===== config.mk =====
export PLATFORM = sky130hd
export DESIGN_NAME = parking_occupancy_ctrl_flat
export DESIGN_NICKNAME = d
export VERILOG_FILES = /design/src/rtl/parking_occupancy_ctrl_if.sv /design/src/rtl/parking_occupancy_ctrl.sv /design/src/flat_wrapper.sv
export SDC_FILE = /design/constraint.sdc
export NUM_CORES = 1
export LEC_CHECK = 0
export BUFFER_PORTS_ARGS = -buffer_cell sky130_fd_sc_hd__buf_4
export CORE_MARGIN = 2
export CORE_UTILIZATION = 50
export DETAILED_ROUTE_END_ITERATION = 7
export GPL_TIMING_DRIVEN = 0
export PLACE_DENSITY = 0.73
export SETUP_SLACK_MARGIN = 0.3
export SYNTH_ARGS = -nofsm -noshare
export SYNTH_HDL_FRONTEND = slang
export SYNTH_SLANG_ARGS = --single-unit

===== constraint.sdc =====
create_clock -name clk -period 4.2 [get_ports clk]
set_input_delay 0.21 -clock clk [delete_from_list [all_inputs] [get_ports clk]]
set_output_delay 0.21 -clock clk [all_outputs]
set_load 0.03 [all_outputs]

===== src/rtl/parking_occupancy_ctrl_if.sv =====
// Sensor/status bundle for parking_occupancy_ctrl: per-lane beam inputs in, event pulses and occupancy out.
interface parking_occupancy_ctrl_if #(
  parameter int unsigned LANES = 2,
  parameter int unsigned CW    = 8
);
  logic [LANES-1:0] a;
  logic [LANES-1:0] b;
  logic             clr_err;
  logic [LANES-1:0] enter;
  logic [LANES-1:0] exit;
  logic [CW-1:0]    count;
  logic             full;
  logic             empty;
  logic             ovf;
  logic             unf;

  modport master (
    output a, b, clr_err,
    input  enter, exit, count, full, empty, ovf, unf
  );

  modport slave (
    input  a, b, clr_err,
    output enter, exit, count, full, empty, ovf, unf
  );
endinterface


===== src/rtl/parking_occupancy_ctrl.sv =====
// Multi-lane beam-pair entry/exit classifier with a saturating shared occupancy counter.
// Optional PARK_SYNC_EN adds a 2-flop synchroniser on every sensor input (+2 cycles latency).
module parking_occupancy_ctrl #(
  parameter int unsigned LANES = 2,
  parameter int unsigned CAP   = 100,
  parameter int unsigned CW    = 8
) (
  input  logic                    clk,
  input  logic                    rst_n,
  parking_occupancy_ctrl_if.slave bus
);

  localparam int unsigned SW = CW + 4;

  localparam logic [2:0] ST_IDLE = 3'd0;
  localparam logic [2:0] ST_EN1  = 3'd1;
  localparam logic [2:0] ST_EN2  = 3'd2;
  localparam logic [2:0] ST_EN3  = 3'd3;
  localparam logic [2:0] ST_EX1  = 3'd4;
  localparam logic [2:0] ST_EX2  = 3'd5;
  localparam logic [2:0] ST_EX3  = 3'd6;

  logic [LANES-1:0] a_c;
  logic [LANES-1:0] b_c;

`ifdef PARK_SYNC_EN
  logic [LANES-1:0] a_s1_q, a_s2_q, b_s1_q, b_s2_q;

  always_ff @(posedge clk or negedge rst_n) begin
    if (!rst_n) begin
      a_s1_q <= '0;
      a_s2_q <= '0;
      b_s1_q <= '0;
      b_s2_q <= '0;
    end else begin
      a_s1_q <= bus.a;
      a_s2_q <= a_s1_q;
      b_s1_q <= bus.b;
      b_s2_q <= b_s1_q;
    end
  end

  assign a_c = a_s2_q;
  assign b_c = b_s2_q;
`else
  assign a_c = bus.a;
  assign b_c = bus.b;
`endif

  logic [2:0]       state_q [LANES];
  logic [2:0]       state_d [LANES];
  logic [LANES-1:0] enter_q, enter_d;
  logic [LANES-1:0] exit_q, exit_d;
  logic [CW-1:0]    count_q, count_d;
  logic             ovf_q, ovf_d;
  logic             unf_q, unf_d;

  // Per-lane direction FSM; EX states mirror EN states with a/b swapped.
  always_comb begin
    enter_d = '0;
    exit_d  = '0;
    for (int i = 0; i < int'(LANES); i++) begin
      state_d[i] = state_q[i];
      case (state_q[i])
        ST_IDLE: begin
          if ({a_c[i], b_c[i]} == 2'b10)      state_d[i] = ST_EN1;
          else if ({a_c[i], b_c[i]} == 2'b01) state_d[i] = ST_EX1;
        end
        ST_EN1: begin
          if ({a_c[i], b_c[i]} == 2'b11)      state_d[i] = ST_EN2;
          else if ({a_c[i], b_c[i]} != 2'b10) state_d[i] = ST_IDLE;
        end
        ST_EN2: begin
          case ({a_c[i], b_c[i]})
            2'b01:   state_d[i] = ST_EN3;
            2'b10:   state_d[i] = ST_EN1;
            2'b00:   state_d[i] = ST_IDLE;
            default: state_d[i] = ST_EN2;
          endcase
        end
        ST_EN3: begin
          case ({a_c[i], b_c[i]})
            2'b11:   state_d[i] = ST_EN2;
            2'b00: begin
              state_d[i] = ST_IDLE;
              enter_d[i] = 1'b1;
            end
            2'b10:   state_d[i] = ST_IDLE;
            default: state_d[i] = ST_EN3;
          endcase
        end
        ST_EX1: begin
          if ({a_c[i], b_c[i]} == 2'b11)      state_d[i] = ST_EX2;
          else if ({a_c[i], b_c[i]} != 2'b01) state_d[i] = ST_IDLE;
        end
        ST_EX2: begin
          case ({a_c[i], b_c[i]})
            2'b10:   state_d[i] = ST_EX3;
            2'b01:   state_d[i] = ST_EX1;
            2'b00:   state_d[i] = ST_IDLE;
            default: state_d[i] = ST_EX2;
          endcase
        end
        ST_EX3: begin
          case ({a_c[i], b_c[i]})
            2'b11:   state_d[i] = ST_EX2;
            2'b00: begin
              state_d[i] = ST_IDLE;
              exit_d[i]  = 1'b1;
            end
            2'b01:   state_d[i] = ST_IDLE;
            default: state_d[i] = ST_EX3;
          endcase
        end
        default: state_d[i] = ST_IDLE;
      endcase
    end
  end

  logic [3:0]           ne_c, nx_c;
  logic signed [SW-1:0] sum_c;

  // Net all lane events first, then clamp to [0, CAP] in widened signed arithmetic.
  always_comb begin
    ne_c = '0;
    nx_c = '0;
    for (int i = 0; i < int'(LANES); i++) begin
      ne_c = ne_c + 4'(enter_d[i]);
      nx_c = nx_c + 4'(exit_d[i]);
    end
    sum_c   = $signed(SW'(count_q)) + $signed(SW'(ne_c)) - $signed(SW'(nx_c));
    count_d = CW'(sum_c);
    ovf_d   = ovf_q & ~bus.clr_err;
    unf_d   = unf_q & ~bus.clr_err;
    if (sum_c > $signed(SW'(CAP))) begin
      count_d = CW'(CAP);
      ovf_d   = 1'b1;
    end else if (sum_c < $signed(SW'(0))) begin
      count_d = '0;
      unf_d   = 1'b1;
    end
  end

  always_ff @(posedge clk or negedge rst_n) begin
    if (!rst_n) begin
      for (int i = 0; i < int'(LANES); i++) state_q[i] <= ST_IDLE;
      enter_q <= '0;
      exit_q  <= '0;
      count_q <= '0;
      ovf_q   <= 1'b0;
      unf_q   <= 1'b0;
    end else begin
      for (int i = 0; i < int'(LANES); i++) state_q[i] <= state_d[i];
      enter_q <= enter_d;
      exit_q  <= exit_d;
      count_q <= count_d;
      ovf_q   <= ovf_d;
      unf_q   <= unf_d;
    end
  end

  assign bus.enter = enter_q;
  assign bus.exit  = exit_q;
  assign bus.count = count_q;
  assign bus.full  = (count_q == CW'(CAP));
  assign bus.empty = (count_q == '0);
  assign bus.ovf   = ovf_q;
  assign bus.unf   = unf_q;

endmodule


===== src/flat_wrapper.sv =====
// flat-port wrapper written by rule: the top's interface ports become plain ports
module parking_occupancy_ctrl_flat 
#(
  parameter int unsigned LANES = 2,
  parameter int unsigned CAP   = 100,
  parameter int unsigned CW    = 8
)
  (clk, rst_n, bus_a, bus_b, bus_clr_err, bus_enter, bus_exit, bus_count, bus_full, bus_empty, bus_ovf, bus_unf);
  parking_occupancy_ctrl_if #(.LANES(LANES), .CW(CW)) bus_i ();
  input  logic clk;
  input  logic rst_n;
  input wire logic [$bits(bus_i.a)-1:0] bus_a;
  input wire logic [$bits(bus_i.b)-1:0] bus_b;
  input wire logic [$bits(bus_i.clr_err)-1:0] bus_clr_err;
  output wire logic [$bits(bus_i.enter)-1:0] bus_enter;
  output wire logic [$bits(bus_i.exit)-1:0] bus_exit;
  output wire logic [$bits(bus_i.count)-1:0] bus_count;
  output wire logic [$bits(bus_i.full)-1:0] bus_full;
  output wire logic [$bits(bus_i.empty)-1:0] bus_empty;
  output wire logic [$bits(bus_i.ovf)-1:0] bus_ovf;
  output wire logic [$bits(bus_i.unf)-1:0] bus_unf;
  assign bus_i.a = bus_a;
  assign bus_i.b = bus_b;
  assign bus_i.clr_err = bus_clr_err;
  assign bus_enter = bus_i.enter;
  assign bus_exit = bus_i.exit;
  assign bus_count = bus_i.count;
  assign bus_full = bus_i.full;
  assign bus_empty = bus_i.empty;
  assign bus_ovf = bus_i.ovf;
  assign bus_unf = bus_i.unf;
  parking_occupancy_ctrl #(.LANES(LANES), .CAP(CAP), .CW(CW)) u_core (.clk(clk), .rst_n(rst_n), .bus(bus_i));
endmodule

==> summary.txt, run 1 <==
STA
  – Setup Viol. Count Final: 0
  – Final Cycle Share: 0.931
  – Relative slew margins: 0.603
  – Hold_ws: 0.151 ns
  – Worst Setup Slack, final: 0.290 ns
  – RSZ-0062 raised after global routing: yes
  – Final period demand of the worst path: 3.91 ns
  – Post-route setup TNS: 0 ns
  – Peak Freq: 256 MHz
  – Hold Fails Final Rpt: 0
  – Clk_skew: 0.00238 ns
  – Least-Margin Pin Slew: 0.596 ns
  – Max Transition Viols Final: 0

Yosys
  – Synth area leaders: dfrtp_1 (25%), ha_1 (11%), inv_1 (4.0%), xnor2_1 (3.5%), nand2_1 (3.4%)
  – Post-synthesis cell count: 239
  – Commonest cells in the synthesized netlist: inv_1 (21), dfrtp_1 (20), nand2_1 (18)
  – Cell taking the most area after synthesis: dfrtp_1
  – Post-Syn Area: 0.00198 sq mm
  – Most common cell in the synthesized netlist: inv_1
  – Register area share after synthesis: 0.253
  – Post-synth top area share: 0.253
  – Count of cell types in the netlist: 54
  – FF+latch count, synth: 20
  – Fraction of registers with async set/reset: 1.00
  – Ys flop type: dfrtp_1
  – Post-synth EDFFs: 0
  – Yosys Warn Count: 0
  – Syn Nets: 265
  – Mapped Avg Cell Area: 8.29 sq um

Global routing
  – Largest net degree at the start of global routing: 21
  – GRT Total Usage: 0.223
  – GRT Residual Overflow: 0
  – Met3 usage: 0.0270
  – GR Layer Usage met2: 0.394
  – Global-route wire length before repair: 7.76 mm
  – Initial antenna violation count: 0
  – Number of global-route vias before repair: 1741
  – Met1 Use GR: 0.272
  – Grt peak-use layer: met2

Detailed routing
  – Vias: 1867
  – Starting DRT DRC Count: 163
  – Mean number of vias per cell: 5.78
  – Antenna-violating nets left: 0
  – Routed WL per cell: 14.5 um
  – Final WL: 4.68 mm
  – Drt drc: 0
  – First-pass DRT Iterations: 4

Clock network
  – Inserted Clock Buffers: 3
  – Clock root buffer: clkbuf_8
  – Clk buf depth: 2
  – CTS tree: yes
  – CTS Sinks: 20
  – H-tree levels: 1
  – Clk_lat worst skew: 0.25 ns
  – Clock-pin slew on the worst setup and hold paths: 0.07 ns

Setup path
  – Crit-path cells: clkbuf_8 > nor3b_4 > ha_1 > ha_2 > inv_2 > fa_1 > inv_2 > fa_2 > buf_8 > xor2_1 > o32a_1 > a211oi_2 > nor4_2 > or3_4 > a31oi_4 > and3_4
  – CP Data Arrival Time: 4.10 ns
  – Setup crit end kind: flop
  – Critical path peak fanout: 6
  – CP startpoint kind: flop
  – CP max-delay cell: fa_1
  – Critical Path RT: 4.39 ns
  – CP startpoint: u_core.state_q[0]
  – Most frequent CP cell: inv_2
  – Critical path type: flop to flop
  – Critical path's largest stage delay: 0.49 ns
  – R2R Path Start: u_core.state_q[0]

Place
  – DP Worst Slack: -0.450 ns
  – Port Buf Inserts: 22
  – Post-DP HPWL: 3.20 mm
  – GPL Wtd Cong: 0.862

Finish
  – Layout area overhead: 26.5%
  – Antenna diodes: 0
  – Nets: 303
  – Finished Core Util: 0.670
  – FILL cells: 324
  – Layout cells sized above 1: 0.287
  – Multi-input gate area: 0.00144 sq mm
  – Register Area: 500 sq um

Flow run
  – Max Cap Viol: 0

Floorplanning
  – Ports: 23
  – Initial core utilization: 0.529
  – Row count: 22
  – Die Height: 67.0 um
  – Core ar.: 0.00374 sq mm
  – Die X: 67.0 um
  – Die Area: 0.00448 sq mm

Power and ir drop
  – Power per cell area: 337 mW/mm^2
  – Peak supply drop: 0.277 mV
  – Pleak: 1.10 nW

Hold path
  – Hold_sp: bus_clr_err
  – Hold Path Class: primary input to flop

Run status
  – Status: finished clean
[where the power goes]
part	total, W	leakage, nW	internal, W	switching (W)
Clock	0.000122	0.0216	0.0000637	0.0000587
Combinational	0.000473	0.825	0.000235	0.000237
Sequential	0.000249	0.250	0.000229	0.0000198
Total	0.000844	1.10	0.000529	0.000316
[worst paths after layout]
check,endpoint,depth (start not counted),slack [ns]
max,u_core.bus.count[4],16,0.29
min,u_core.bus.ovf,2,0.15
max reg2reg,u_core.bus.count[4],16,0.29
min reg2reg,u_core.bus.ovf,2,0.55
max in group asynchronous,u_core.state_q[4],2,3.59
min in group asynchronous,u_core.state_q[3],2,0.40
[worst max-delay path: cells and delay by family (launching register included)]
kind | cells | cell delay [ns]
buf+inv | 4 | 0.37
simple gates | 4 | 0.81
compound gates | 3 | 0.86
flops | 1 | 0.40
xor+xnor | 1 | 0.13
fa+ha+maj | 4 | 1.28
[kinds of logic (layout without fill, tap and decap cells)]
group / Yosys count / count (layout) / synth area share
AO/OA/AOI/OAI: 61 / 61 / 0.224
XOR/XNOR: 13 / 13 / 0.0574
adder cells (fa/ha/maj): 19 / 19 / 0.128
buffers and inverters: 36 / 72 / 0.0726
flip-flops: 20 / 20 / 0.253
multiplexers: 5 / 5 / 0.0328
other: 1 / 1 / 0.00189
AND/OR/NAND/NOR: 84 / 84 / 0.231
[registers in the layout, summed over array words and instances, names as in the netlist]
signal            count
u_core.bus.exit       2
u_core.state_q        6
u_core.bus.ovf        1
u_core.bus.count      8
u_core.bus.enter      2
u_core.bus.unf        1
[cells in the final DEF, fill, tap and decap left out, types with 3 or more instances in the layout]
cell | netlist | routed
o32a_1 | 3 | 3
nor2_1 | 16 | 15
nor4_1 | 8 | 7
xor2_1 | 5 | 5
and2_1 | 3 | 3
buf_2 | 4 | 4
buf_4 | 1 | 33
xnor2_1 | 8 | 8
nand2b_1 | 9 | 8
inv_1 | 21 | 19
o22ai_1 | 3 | 3
ha_1 | 17 | 16
a211oi_2 | 2 | 4
nor2b_1 | 5 | 5
a21oi_1 | 8 | 8
dfrtp_1 | 20 | 20
o21ai_0 | 11 | 10
clkbuf_1 | 10 | 3
nor3_1 | 4 | 4
a31oi_1 | 9 | 9
clkbuf_8 | 0 | 4
nand2_1 | 18 | 16
[cell type report]
class                   instances  share of cell area
multi-input cells             183               0.576
flip-flops and latches         20               0.200
repair buffers                 33               0.105
plain buffers                  15              0.0479
inverters                      21              0.0314
well taps                      48              0.0240
clock buffers                   3              0.0165
[per-layer routing]
metal | vias up | part of all wire | wire (um)
li1 | 931 | - | -
met3 | 10 | 0.041 | 193
met1 | 874 | 0.42 | 1950
met5 | - | 0 | 0
met2 | 52 | 0.52 | 2440
met4 | 0 | 0.019 | 91
[metrics by stage]
step	cell area (sq um)	cells	power [W]
floorplan	1990	239	0.000532
global placement	2220	309	0.000608
global route	2510	323	0.000911
detailed placement	2220	309	0.000613
finish	2510	323	0.000844
CTS	2460	320	0.000822
[repair_timing]
item,CTS,global route
hold buffers,1,0
pin swaps,12,12
buffers inserted,7,3
gates resized for setup,34,9
endpoints found under the hold margin,20,0
gates cloned,0,0
setup endpoints to repair,8,8
(Power assumes the default switching activity.)
==> run 2: changes to the inputs <==
==> constraint.sdc (replaced) <==
create_clock -name clk -period 3.3 [get_ports clk]
set_input_delay 0.165 -clock clk [delete_from_list [all_inputs] [get_ports clk]]
set_output_delay 0.165 -clock clk [all_outputs]
set_load 0.03 [all_outputs]
==> run 2 against run 1 <==
The run now ends with setup timing left; cell count grew 3.1%; design area is 6.3% higher; flip-flop and latch count did not move; critical path type unchanged; largest cell class unchanged; largest power group unchanged; highest routed layer unchanged.
==> summary.txt, run 2 (synthesis gave the netlist of run 1 again) <==
Run status
  – Status: finished, violations left
  – Failing checks: setup timing

Global routing
  – Global-route wire length before repair: 8.20 mm (+5.7%)
  – Largest net degree at the start of global routing: 21 (unchanged)
  – Number of global-route vias before repair: 1907 (+9.5%)
  – Initial antenna violation count: 0 (unchanged)
  – GRT Residual Overflow: 0 (unchanged)
  – GRT Total Usage: 0.239 (+0.0157)

Detailed routing
  – Drt drc: 0 (unchanged)
  – Antenna-violating nets left: 0 (unchanged)
  – Vias: 1947 (+4.3%)
  – Routed WL per cell: 14.6 um (+0.88%)
  – Mean number of vias per cell: 5.85 (+1.2%)
  – Final WL: 4.86 mm (+4.0%)
  – First-pass DRT Iterations: 4 (unchanged)
  – Starting DRT DRC Count: 121 (-26%)

Clock network
  – Clock-pin slew on the worst setup and hold paths: 0.08 ns (about the same)
  – CTS Sinks: 20 (unchanged)
  – Inserted Clock Buffers: 3 (unchanged)
  – CTS tree: yes
  – Clk_lat worst skew: 0.26 ns (about the same)
  – Clk buf depth: 2 (unchanged)
  – Clock root buffer: clkbuf_8
  – H-tree levels: 1 (unchanged)

Place
  – Port Buf Inserts: 22 (unchanged)
  – DP Worst Slack: -1.18 ns (-0.733 ns)
  – GPL Wtd Cong: 0.839 (-2.7%)
  – DP Area: 0.00226 sq mm (+1.7%)
  – Post-DP HPWL: 3.36 mm (+5.0%)

Setup path
  – Critical path type: flop to flop
  – Setup crit end kind: flop
  – R2R Path Start: u_core.state_q[0]
  – R2r setup slk: -0.55 ns (-0.84 ns)
  – CP startpoint kind: flop
  – Critical Path RT: 3.50 ns (-0.89 ns)
  – CP Data Arrival Time: 4.05 ns (-0.05 ns)
  – R2r worst-path depth: 16 (unchanged)
  – FF-to-FF End: u_core.bus.count[4]
  – Critical path peak fanout: 6 (unchanged)

Finish
  – FILL cells: 291 (-10%)
  – Nets: 312 (+3.0%)
  – Commonest non-fill, non-tap cell in the layout: buf_4
  – Finished Core Util: 0.712 (+0.0421)
  – Most frequent cells in the layout: buf_4 (43), dfrtp_1 (20), inv_1 (19), nor2_1 (15), nand2_1 (15)
  – Largest register FFs: 8 (unchanged)
  – Layout area overhead: 34.5%
  – Layout cells sized above 1: 0.340 (+0.0531)
  – Multi-input gate area: 0.00152 sq mm (+5.5%)
  – Final instance area: 0.00267 sq mm (+6.3%)
  – Register Area: 500 sq um (unchanged)
  – Antenna diodes: 0 (unchanged)

STA
  – Final Cycle Share: 1.17 (+0.235)
  – Final period demand of the worst path: 3.85 ns (-0.0641 ns)
  – Least-Margin Pin Slew: 0.564 ns (-0.0318 ns)
  – Max Transition Viols Final: 0 (unchanged)
  – Setup Viol. Count Final: 8 (+8)
  – Clk_skew: 0.00171 ns (-0.000662 ns)
  – Hold Fails Final Rpt: 0 (unchanged)
  – RSZ-0062 raised after global routing: yes
  – Peak Freq: 260 MHz (+1.7%)
  – Relative slew margins: 0.624 (+0.0212)
  – Worst Setup Slack, final: -0.546 ns (-0.836 ns)

Hold path
  – Hold Path Class: primary input to flop
  – Hold path depth: 2 (unchanged)
  – Min-Delay Endpoint: u_core.bus.ovf
  – Hold_sp: bus_clr_err

Flow run
  – Max Cap Viol: 0 (unchanged)

Floorplanning
  – Die Height: 67.0 um (unchanged)
  – Core ar.: 0.00374 sq mm (unchanged)
  – Die Area: 0.00448 sq mm (unchanged)
  – Initial core utilization: 0.529 (unchanged)
  – Ports: 23 (unchanged)
  – Die X: 67.0 um (unchanged)
  – Row count: 22 (unchanged)

Power and ir drop
  – Power per cell area: 435 mW/mm^2 (+29%)
  – Peak supply drop: 0.372 mV (+34%)
  – Pleak: 1.17 nW (+6.9%)
==> run 2: cell types whose count changed in the layout (fill, tap and decap cells not counted), sizes merged <==
cell,change
buf,+8
clkbuf,+2
==> run 2: final cells by class <==
class	instances	share of cell area
Buffer	15	0.0484
Tap cell	48	0.0225
Clock buffer	4	0.0207
Multi-Input combinational cell	183	0.572
Timing Repair Buffer	42	0.119
Inverter	21	0.0296
Sequential cell	20	0.188
==> run 2: per-layer routing <==
layer	global-route usage	part of all wire
met5	0	0
met2	0.428	0.50
met3	0.0203	0.036
met1	0.278	0.43
met4	0.130	0.034
==> run 2: power by group <==
group / switching (W) / internal, W / leakage, nW
sequential: 0.0000277 / 0.000292 / 0.250
clock: 0.0000846 / 0.000106 / 0.0288
combinational: 0.000320 / 0.000330 / 0.894
total: 0.000432 / 0.000728 / 1.17
==> run 2: worst max-delay path, stage by stage, from the launching register on <==
cell and delay, ns:
dfrtp_1 0.40, clkbuf_8 0.14, nor3b_4 0.15, ha_4 0.28
ha_4 0.13, inv_2 0.03, fa_1 0.49, inv_2 0.05
fa_2 0.34, buf_8 0.14, xor2_1 0.13, o32a_1 0.33
a211oi_2 0.24, nor4_2 0.09, or3_4 0.41, a31oi_4 0.22
and3_4 0.22
==> run 2: repair_timing <==
item | CTS | global route
endpoints found under the setup margin | 9 | 9
endpoints found under the hold margin | 20 | 0
setup buffers | 17 | 2
resized for setup | 38 | 9
pin swaps | 17 | 14
hold buffers | 1 | 0
==> run 2: how the worst max path moves through the flow <==
stage,slack [ns],end,cells after the start,start
floorplan,-0.44,u_core.bus.ovf,16,u_core.state_q[0]
global placement,-1.18,u_core.bus.ovf,18,bus_b[1]
detailed placement,-1.18,u_core.bus.ovf,18,bus_b[1]
CTS,-0.66,u_core.bus.count[4],17,u_core.state_q[1]
global route,-0.66,u_core.bus.count[4],16,u_core.state_q[0]
finish,-0.55,u_core.bus.count[4],16,u_core.state_q[0]
==> run 2: through the flow <==
stage / instances / total power, W / setup TNS, ns / hold slack, ns
after floorplan: 239 / 0.000692 / -2.72 / -0.131
after global placement: 309 / 0.000791 / -8.00 / 0.0589
after detailed placement: 309 / 0.000800 / -7.93 / 0.0670
after CTS: 331 / 0.00114 / -4.27 / 0.0919
after global routing: 333 / 0.00124 / -4.71 / 0.0906
final: 333 / 0.00116 / -3.59 / 0.102
